## config.mk

```make
export PLATFORM = sky130hd
export DESIGN_NAME = insertion_sort_driver
export DESIGN_NICKNAME = d
export VERILOG_FILES = /design/src/rtl/sort_drv_pkg.sv /design/src/rtl/sort_order_checker.sv /design/src/rtl/insertion_sort_driver.sv
export SDC_FILE = /design/constraint.sdc
export NUM_CORES = 1
export LEC_CHECK = 0
export ABC_AREA = 1
export CORE_MARGIN = 2
export CORE_UTILIZATION = 41
export DETAILED_ROUTE_END_ITERATION = 8
export GPL_TIMING_DRIVEN = 0
export PLACE_DENSITY_LB_ADDON = 0.1
export SKIP_CTS_REPAIR_TIMING = 1
export SLEW_MARGIN = 20
export SYNTH_ARGS = -nofsm -noshare
export SYNTH_HDL_FRONTEND = slang
export SYNTH_SLANG_ARGS = --single-unit
export TNS_END_PERCENT = 100
```

## constraint.sdc

```tcl
create_clock -name ap_clk -period 1.81 [get_ports ap_clk]
set_input_delay 0.181 -clock ap_clk [delete_from_list [all_inputs] [get_ports ap_clk]]
set_output_delay 0.181 -clock ap_clk [all_outputs]
set_load 0.1 [all_outputs]
```

## src/rtl/sort_drv_pkg.sv

```systemverilog
// Shared definitions for the insertion-sort driver.
// - state_e         : driver FSM states.
// - DefaultW/N      : default data width and words per frame.
// - order_violation : ordering test on operands pre-extended to CmpW bits.
package sort_drv_pkg;

    localparam int unsigned DefaultW = 32;
    localparam int unsigned DefaultN = 8;

    // One bit wider than the widest supported word, so both zero- and
    // sign-extended operands compare correctly as signed numbers.
    localparam int unsigned CmpW = 65;

    typedef enum logic [1:0] {
        StIdle,
        StRun,
        StDone
    } state_e;

    function automatic logic order_violation(input logic signed [CmpW-1:0] cur,
                                             input logic signed [CmpW-1:0] prev,
                                             input logic                   ascend);
        order_violation = ascend ? (cur < prev) : (cur > prev);
    endfunction

endpackage

```

## src/rtl/sort_order_checker.sv

```systemverilog
// Order checker for words returned by the sorter.
// Ports:
//   clk_i, rst_ni    clock, asynchronous active-low reset
//   frame_start_i    clears the per-frame error flag
//   pop_i            a word is being consumed this cycle
//   has_prev_i       an earlier word of the same frame exists to compare to
//   cur_i            the word being consumed
//   frame_err_o      at least one violation in the current frame
//   err_cnt_o        saturating violation count since reset
module sort_order_checker
    import sort_drv_pkg::*;
#(
    parameter int unsigned W          = DefaultW,
    parameter bit          ASCEND     = 1'b1,
    parameter bit          SIGNED_CMP = 1'b0
) (
    input  logic         clk_i,
    input  logic         rst_ni,
    input  logic         frame_start_i,
    input  logic         pop_i,
    input  logic         has_prev_i,
    input  logic [W-1:0] cur_i,
    output logic         frame_err_o,
    output logic [15:0]  err_cnt_o
);

    logic [W-1:0]    prev_q, prev_d;
    logic            frame_err_q, frame_err_d;
    logic [15:0]     err_cnt_q, err_cnt_d;
    logic [CmpW-1:0] cur_ext, prev_ext;
    logic            violation;

    always_comb begin
        // Sign bit replicated only for two's-complement comparison.
        cur_ext   = {{(CmpW - W){SIGNED_CMP & cur_i[W-1]}}, cur_i};
        prev_ext  = {{(CmpW - W){SIGNED_CMP & prev_q[W-1]}}, prev_q};
        violation = pop_i && has_prev_i && order_violation(cur_ext, prev_ext, ASCEND);

        prev_d      = pop_i ? cur_i : prev_q;
        frame_err_d = frame_start_i ? 1'b0 : (frame_err_q | violation);
        err_cnt_d   = err_cnt_q;
        if (violation && (err_cnt_q != 16'hFFFF)) begin
            err_cnt_d = err_cnt_q + 16'd1;
        end
    end

    always_ff @(posedge clk_i or negedge rst_ni) begin
        if (!rst_ni) begin
            prev_q      <= '0;
            frame_err_q <= 1'b0;
            err_cnt_q   <= '0;
        end else begin
            prev_q      <= prev_d;
            frame_err_q <= frame_err_d;
            err_cnt_q   <= err_cnt_d;
        end
    end

    assign frame_err_o = frame_err_q;
    assign err_cnt_o   = err_cnt_q;

endmodule

```

## src/rtl/insertion_sort_driver.sv

```systemverilog
// Initiator for the insertion-sort pipeline: starts the sorter (ap_ctrl_hs),
// streams N upstream words into its input FIFO, drains N words from its
// output FIFO downstream and checks their order.
// Ports:
//   ap_clk, ap_rst_n                       clock, asynchronous active-low reset
//   run                                    launch a frame from idle
//   s_data/s_valid/s_ready                 upstream ready/valid source
//   sort_in_din/full_n/write               sorter input FIFO (writer side)
//   sort_out_dout/empty_n/read             sorter output FIFO (reader side)
//   sort_ap_start/ready/done               sorter block-level handshake
//   m_data/m_valid/m_last/m_ready          downstream ready/valid sink
//   frame_done, frame_err                  end-of-frame pulse and its error flag
//   err_cnt, frame_cnt                     violation and frame counters
module insertion_sort_driver
    import sort_drv_pkg::*;
#(
    parameter int unsigned N          = DefaultN,
    parameter int unsigned W          = DefaultW,
    parameter bit          ASCEND     = 1'b1,
    parameter bit          SIGNED_CMP = 1'b0
) (
    input  logic         ap_clk,
    input  logic         ap_rst_n,
    input  logic         run,
    input  logic [W-1:0] s_data,
    input  logic         s_valid,
    output logic         s_ready,
    output logic [W-1:0] sort_in_din,
    input  logic         sort_in_full_n,
    output logic         sort_in_write,
    input  logic [W-1:0] sort_out_dout,
    input  logic         sort_out_empty_n,
    output logic         sort_out_read,
    output logic         sort_ap_start,
    input  logic         sort_ap_ready,
    input  logic         sort_ap_done,
    output logic [W-1:0] m_data,
    output logic         m_valid,
    output logic         m_last,
    input  logic         m_ready,
    output logic         frame_done,
    output logic         frame_err,
    output logic [15:0]  err_cnt,
    output logic [15:0]  frame_cnt
);

    localparam int unsigned     CntW    = $clog2(N + 1);
    localparam logic [CntW-1:0] FullCnt = CntW'(N);
    localparam logic [CntW-1:0] LastCnt = CntW'(N - 1);

    state_e          state_q, state_d;
    logic [CntW-1:0] send_cnt_q, send_cnt_d;
    logic [CntW-1:0] recv_cnt_q, recv_cnt_d;
    logic            ready_seen_q, ready_seen_d;
    logic            done_seen_q, done_seen_d;
    logic            start_q, start_d;
    logic [15:0]     frame_cnt_q, frame_cnt_d;

    logic in_run;
    logic frame_start;
    logic run_exit;
    logic chk_frame_err;

    assign in_run      = (state_q == StRun);
    assign frame_start = (state_q == StIdle) && run;

    // State register.
    always_ff @(posedge ap_clk or negedge ap_rst_n) begin
        if (!ap_rst_n) begin
            state_q <= StIdle;
        end else begin
            state_q <= state_d;
        end
    end

    // Next state. The exit test looks at next-state values so the frame
    // leaves RUN on the edge right after its last event.
    always_comb begin
        state_d = state_q;
        unique case (state_q)
            StIdle:  if (run) state_d = StRun;
            StRun:   if (run_exit) state_d = StDone;
            StDone:  state_d = StIdle;
            default: state_d = StIdle;
        endcase
    end

    // Outputs: zero-latency FIFO paths gated by state and counters.
    always_comb begin
        s_ready       = in_run && (send_cnt_q < FullCnt) && sort_in_full_n;
        sort_in_write = s_ready && s_valid;
        m_valid       = in_run && (recv_cnt_q < FullCnt) && sort_out_empty_n;
        sort_out_read = m_valid && m_ready;
        m_last        = m_valid && (recv_cnt_q == LastCnt);
        frame_done    = (state_q == StDone);
        frame_err     = frame_done && chk_frame_err;
    end

    assign sort_in_din   = s_data;
    assign m_data        = sort_out_dout;
    assign sort_ap_start = start_q;
    assign frame_cnt     = frame_cnt_q;

    // Counters and sticky handshake flags.
    always_comb begin
        send_cnt_d   = send_cnt_q;
        recv_cnt_d   = recv_cnt_q;
        ready_seen_d = ready_seen_q;
        done_seen_d  = done_seen_q;
        if (frame_start) begin
            send_cnt_d   = '0;
            recv_cnt_d   = '0;
            ready_seen_d = 1'b0;
            done_seen_d  = 1'b0;
        end else if (in_run) begin
            if (sort_in_write) send_cnt_d = send_cnt_q + CntW'(1);
            if (sort_out_read) recv_cnt_d = recv_cnt_q + CntW'(1);
            if (sort_ap_ready) ready_seen_d = 1'b1;
            if (sort_ap_done)  done_seen_d  = 1'b1;
        end

        run_exit = (send_cnt_d == FullCnt) && (recv_cnt_d == FullCnt)
                   && ready_seen_d && done_seen_d;

        // ap_start rises with RUN entry and falls the cycle after ap_ready.
        start_d     = frame_start || (in_run && !ready_seen_d);
        frame_cnt_d = frame_cnt_q + {15'd0, (state_q == StDone)};
    end

    always_ff @(posedge ap_clk or negedge ap_rst_n) begin
        if (!ap_rst_n) begin
            send_cnt_q   <= '0;
            recv_cnt_q   <= '0;
            ready_seen_q <= 1'b0;
            done_seen_q  <= 1'b0;
            start_q      <= 1'b0;
            frame_cnt_q  <= '0;
        end else begin
            send_cnt_q   <= send_cnt_d;
            recv_cnt_q   <= recv_cnt_d;
            ready_seen_q <= ready_seen_d;
            done_seen_q  <= done_seen_d;
            start_q      <= start_d;
            frame_cnt_q  <= frame_cnt_d;
        end
    end

    sort_order_checker #(
        .W          (W),
        .ASCEND     (ASCEND),
        .SIGNED_CMP (SIGNED_CMP)
    ) u_checker (
        .clk_i         (ap_clk),
        .rst_ni        (ap_rst_n),
        .frame_start_i (frame_start),
        .pop_i         (sort_out_read),
        .has_prev_i    (recv_cnt_q != '0),
        .cur_i         (sort_out_dout),
        .frame_err_o   (chk_frame_err),
        .err_cnt_o     (err_cnt)
    );

endmodule
```

==> impl_metrics.yaml, run 1 <==
run_status:
  status: "complete, but fails checks"
  violations: "DRC, setup timing"
finish:
  fin_nets: 867
  antennaDiodeCount: 0
  final_util_pct: 65.8
  seq_area_um2: 1960
  drive_above_1_share_pct: 27.2
  syn_to_final_growth_pct: 55.5
  fillers: 962
  multi_input_area_um2: 2360
power:
  powerDensity_nw_per_um2: 1130
  p_leak_nw: 4.40
  fin_total_pwr_mw: 8.54
  ir_drop_mv: 0.886
setup_path:
  r2r-end: "u_checker.err_cnt_o[5]"
  cp_max_fo: 6
  critPathRequiredTime_ns: 2.08
  crit_path_start: "u_checker.prev_q[29]"
  r2r_cells: 11
  worstSetupEndpointType: "flip-flop"
  cp.arrival_ns: 2.26
  worstSetupPathType: "flip-flop to flip-flop"
  r2r-start: "u_checker.prev_q[29]"
  start_kind: "flip-flop"
  endpoint: "u_checker.err_cnt_o[5]"
  ff2ff_setup_slack_ns: -0.17
grt:
  grt-ovfl-total: 0
  antenna_found_initial: 0
  grt_max_degree: 45
  grt_pass1_vias: 3999
  grt_pass1_wl_um: 18300
  grt_usage_pct: 17.5
routing:
  ant_nets: 0
  avgViaCountPerCell: 4.76
  vias: 4306
  wl_per_cell_um: 13.1
  first_pass_iters: 6
  drcViolationCount: 11
  drt-total-wl_um: 11900
  drt_iter0_markers: 189
cts:
  cts.sinks: 78
  cts.path.max_buffers: 2
  cts_root_buf: "clkbuf_16"
  cts.htree.levels: 3
  numCtsBuffers: 9
  clkSlewWorstSetupHoldPaths_ns: 0.06
  cts_tree: "done"
  clock_latency_ns: 0.33
synth:
  yosysTopAreaCellShare_pct: 40.1
  synth_area_leader_cell: "dfrtp_1"
  synth_most_common_cell: "nand2_1"
  ys.warnings.count: 0
  synth-seq-cells: 78
  syn_area_per_cell_um2: 8.46
  ys_top_cells_by_count: "nand2_1, dfrtp_1, inv_1"
  syn-num-nets: 686
  synth.cell_area_um2: 4870
  synthCells: 576
  ys_async_sr_fraction_pct: 100
  ys_seq_area_share_pct: 40.1
  synth_ff_type: "dfrtp_1"
  netlist-cell-type-count: 32
  yosys-top-cells-area: "dfrtp_1, buf_4, ha_1, nand2_1, inv_1"
  synth-edff-count: 0
sta:
  layout_worst_path_cycle_share_pct: 110
  tns_ns: -2.70
  min_period_ns: 1.98
  fin_worst_skew_ns: 0.00798
  fin_ws_ns: -0.174
  rsz0062_at_grt: "true"
  worst_pin_slew_ns: 0.989
  final_hold_viol_count: 0
  slew_headroom_pct: 34.0
  fmax_mhz: 504
  finalSetupViolations: 23
  slew_viol_final: 0
  hold_ws_ns: 0.285
floorplan:
  die_h_um: 113
  die-area_um2: 12800
  std_cell_rows: 39
  die_w_um: 113
  pin_count: 177
  initial_core_util_pct: 42.3
  coreArea_um2: 11500
hold_path:
  hp-class: "input port to flip-flop"
  worstHoldStart: "sort_out_dout[31]"
placement:
  numPortBuffers: 144
  gp_congestion: 0.800
  hpwl_um: 8480
flow_run:
  drv_cap: 0
==> cell type report <==
cell class              instances  area share [%]
inverters                      78            3.93
clock inverters                 7            1.60
multi-input cells             345            31.1
clock buffers                   9            2.97
plain buffers                  75            8.09
repair buffers                170            24.1
flip-flops and latches         78            25.9
well taps                     143            2.36
==> power by group <==
part | switching (mW) | internal, mW | leakage (nW)
logic | 2.53 | 1.38 | 3.23
registers | 0.274 | 2.25 | 0.994
clock network | 0.741 | 1.35 | 0.170
total | 3.55 | 4.99 | 4.40
==> cells in the final DEF, fill, tap and decap left out, drive strengths merged, types with 23 or more instances in the layout <==
cell,Yosys,routed
clkdlybuf4s50,0,70
dlymetal6s2s,0,60
o21ai,40,40
nand3,23,23
buf,72,104
inv,77,78
nor2,31,31
dfrtp,78,78
ha,37,37
nand2,127,127
==> layer usage <==
metal  vias to the layer above  routed length, µm  track usage [%]
li1                       2143                  -                -
met1                      2017               5130             23.0
met2                       141               6020             30.0
met3                         5                668             3.70
met4                         0                 76             3.90
met5                         -                  0                0
==> cells by family (layout without fill, tap and decap cells) <==
group	Yosys count	count (layout)	synth area share [%]
flip-flops	78	78	40.1
adder cells (fa/ha/maj)	37	37	9.50
XOR/XNOR	29	29	5.21
AO/OA/AOI/OAI	59	59	6.16
buffers and inverters	153	339	17.3
AND/OR/NAND/NOR	220	220	21.8
==> worst min-delay path by stage <==
stage | to | cells after the start
final | u_checker.prev_q[31] | 3
after global routing | u_checker.prev_q[31] | 3
after CTS | u_checker.prev_q[5] | 1
after detailed placement | u_checker.prev_q[5] | 1
after global placement | frame_cnt[15] | 1
after floorplan | done_seen_q | 0
==> registers in the layout, indices dropped and copies added (netlist names) <==
name / cells
frame_cnt: 16
u_checker.prev_q: 32
u_checker.err_cnt_o: 16
ready_seen_q: 1
u_checker.frame_err_o: 1
state_q: 2
recv_cnt_q: 4
sort_ap_start: 1
done_seen_q: 1
send_cnt_q: 4
==> stage by stage <==
| step | setup slack (ns) | cells | cell area [µm²] |
|---|---|---|---|
| floorplan | -0.719 | 576 | 5010 |
| global placement | -2.67 | 863 | 6630 |
| detailed placement | -0.937 | 864 | 6650 |
| CTS | -1.29 | 880 | 6990 |
| global route | -0.268 | 905 | 7570 |
| finish | -0.174 | 905 | 7570 |
==> critical path, cell delays in order (launching register included) <==
cell and delay [ns]:
dfrtp_1 0.34, inv_2 0.05, ha_4 0.26, nand2_2 0.05
nor2_2 0.12, nand4_1 0.20, nor4_4 0.30, nand2_4 0.14
nand3_4 0.18, clkbuf_16 0.18, nand2_2 0.04, nand2_1 0.05
No activity file was read; power rests on OpenSTA's default activity.
==> run 2, diff against run 1 <==
--- a/config.mk
+++ b/config.mk
@@ -6,8 +6,10 @@
 export NUM_CORES = 1
 export LEC_CHECK = 0
 export ABC_AREA = 1
+export CELL_PAD_IN_SITES_DETAIL_PLACEMENT = 1
+export CELL_PAD_IN_SITES_GLOBAL_PLACEMENT = 2
 export CORE_MARGIN = 2
-export CORE_UTILIZATION = 41
+export CORE_UTILIZATION = 23
 export DETAILED_ROUTE_END_ITERATION = 8
 export GPL_TIMING_DRIVEN = 0
 export PLACE_DENSITY_LB_ADDON = 0.1
==> run 2 against run 1 <==
Compared with the run above:
- the run ends with setup timing left
- maximum frequency is 5.2% lower
- via count is 0.91% higher
- sequential power hardly changed
- wire length is 17% higher
- sequential cell count stayed put
- combinational power hardly changed
- critical path depth stayed put
- register-to-register slack worse by 0.11 ns
- total power is 3.9% lower
- global-route usage is 5.0 points lower
- sequential share of layout area is 0.22 points lower
- critical path type unchanged
- critical endpoint unchanged
==> impl_metrics.yaml, run 2 (same netlist as run 1, synthesis figures left out) <==
run_status:
  status: "complete, but fails checks"
  violations: "setup timing"
sta:
  slew_viol_final: 0
  slew_headroom_pct: 32.4
  final_hold_viol_count: 0
  fin_ws_ns: -0.282
  worst_pin_slew_ns: 1.01
  fin_worst_skew_ns: 0.00998
  fmax_mhz: 478
  layout_worst_path_cycle_share_pct: 116
  min_period_ns: 2.09
  rsz0062_at_grt: "true"
  finalSetupViolations: 22
floorplan:
  die_w_um: 150
  std_cell_rows: 53
  pin_count: 177
  initial_core_util_pct: 23.3
  die-area_um2: 22400
  die_h_um: 150
  coreArea_um2: 20900
finish:
  drive_above_1_share_pct: 28.6
  antennaDiodeCount: 0
  final_common_cell: "nand2_1"
  fin_nets: 873
  regMostFlops: "u_checker.prev_q"
  largest_reg_flops: 32
  syn_to_final_growth_pct: 56.9
  instances_no_fill: 1043
  final_cell_mix: "nand2_1, buf_4, dfrtp_1"
setup_path:
  critPathMaxStageDelay_ns: 0.40
  cp_max_fo: 7
  r2r_cells: 11
  start_kind: "flip-flop"
  path_cells: "inv_2 > ha_4 > nand2_2 > nor2_4 > nand4_1 > nor4_2 > nand2_4 > nand3_4 > clkbuf_16 > nand2_2 > nand2_1"
  worstSetupEndpointType: "flip-flop"
  cpMostUsedCell: "nand2_2"
  critPathSlowestCell: "nor4_2"
  worstSetupPathType: "flip-flop to flip-flop"
  critPathRequiredTime_ns: 2.09
  cp.arrival_ns: 2.38
cts:
  clkSlewWorstSetupHoldPaths_ns: 0.07
  cts_root_buf: "clkbuf_16"
  clock_latency_ns: 0.34
  cts.path.max_buffers: 2
  numCtsBuffers: 9
  cts_tree: "done"
  cts.sinks: 78
  cts.htree.levels: 3
grt:
  grt_max_degree: 49
  grt_pass1_vias: 4587
  grt_pass1_wl_um: 22500
  grt_usage_pct: 12.6
  grt-ovfl-total: 0
  antenna_found_initial: 0
power:
  intPower_mw: 4.60
  switching_share_pct: 43.9
  seq_power_share_pct: 31.0
  combPwrFrac_pct: 48.0
  powerDensity_nw_per_um2: 1070
  p_sw_mw: 3.60
  fin_total_pwr_mw: 8.20
  ir_drop_mv: 0.561
  p_clk_share_pct: 21.0
  p_leak_nw: 4.26
routing:
  ant_nets: 0
  vias: 4345
  drt-total-wl_um: 13900
  drt_iter0_markers: 94
  wl_per_cell_um: 13.3
  avgViaCountPerCell: 4.17
  drcViolationCount: 0
  first_pass_iters: 4
placement:
  numPortBuffers: 144
  place_inst: 996
  hpwl_um: 10200
  gp_congestion: 0.719
flow_run:
  drv_cap: 0
hold_path:
  hp-class: "input port to async pin"
==> run 2: path summary, 6_finish.rpt <==
kind	startpoint	to	slack [ns]
setup / recovery	u_checker.prev_q[29]	u_checker.err_cnt_o[5]	-0.28
hold / removal	ap_rst_n	u_checker.prev_q[6]	0.33
setup reg to reg	u_checker.prev_q[29]	u_checker.err_cnt_o[5]	-0.28
hold reg to reg	frame_cnt[15]	frame_cnt[15]	0.46
max in group asynchronous	ap_rst_n	state_q[0]	0.84
min in group ap_clk	frame_cnt[15]	frame_cnt[15]	0.46
==> run 2: power groups by stage <==
stage                     logic [mW]  registers, mW  clock network, mW
final                           3.94           2.54               1.72
after global routing            4.42           2.60               1.89
after CTS                       3.71           2.53               1.81
after detailed placement        3.69           2.55                  0
after global placement          3.60           2.54                  0
after floorplan                 2.43           2.83                  0
==> run 2: layer usage <==
layer  GRT usage [%]  wire, µm
met2            20.8      6680
met1            16.5      6370
met5               0         0
met4            4.33       200
met3            2.16       674
==> run 2: final cells by class <==
cell class	instances	area, µm²
Fill cell	2407	13200
Multi-Input combinational cell	345	2340
Sequential cell	78	1960
Timing Repair Buffer	176	1810
Buffer	75	613
Tap cell	275	344
Inverter	78	298
Clock buffer	10	239
Clock inverter	6	37.5
==> run 2: metrics by stage <==
step                worst slack (ns)  area [µm²]  hold WS, ns  TNS, ns  util (%)
floorplan                     -0.719        5010       -0.115   -29.11         -
global placement               -3.05        6790        0.460  -238.32      32.5
detailed placement            -0.972        6820        0.163   -26.21      32.6
CTS                            -1.33        7090       -0.214   -33.88      34.0
global route                  -0.458        7640        0.377    -8.46      36.6
finish                        -0.282        7640        0.325    -4.38      36.6
==> run 2: critical path: cells and delay by family (launching register included) <==
kind,cells,cell delay (ns)
flops,1,0.35
simple gates,8,1.19
buf+inv,2,0.23
fa+ha+maj,1,0.27
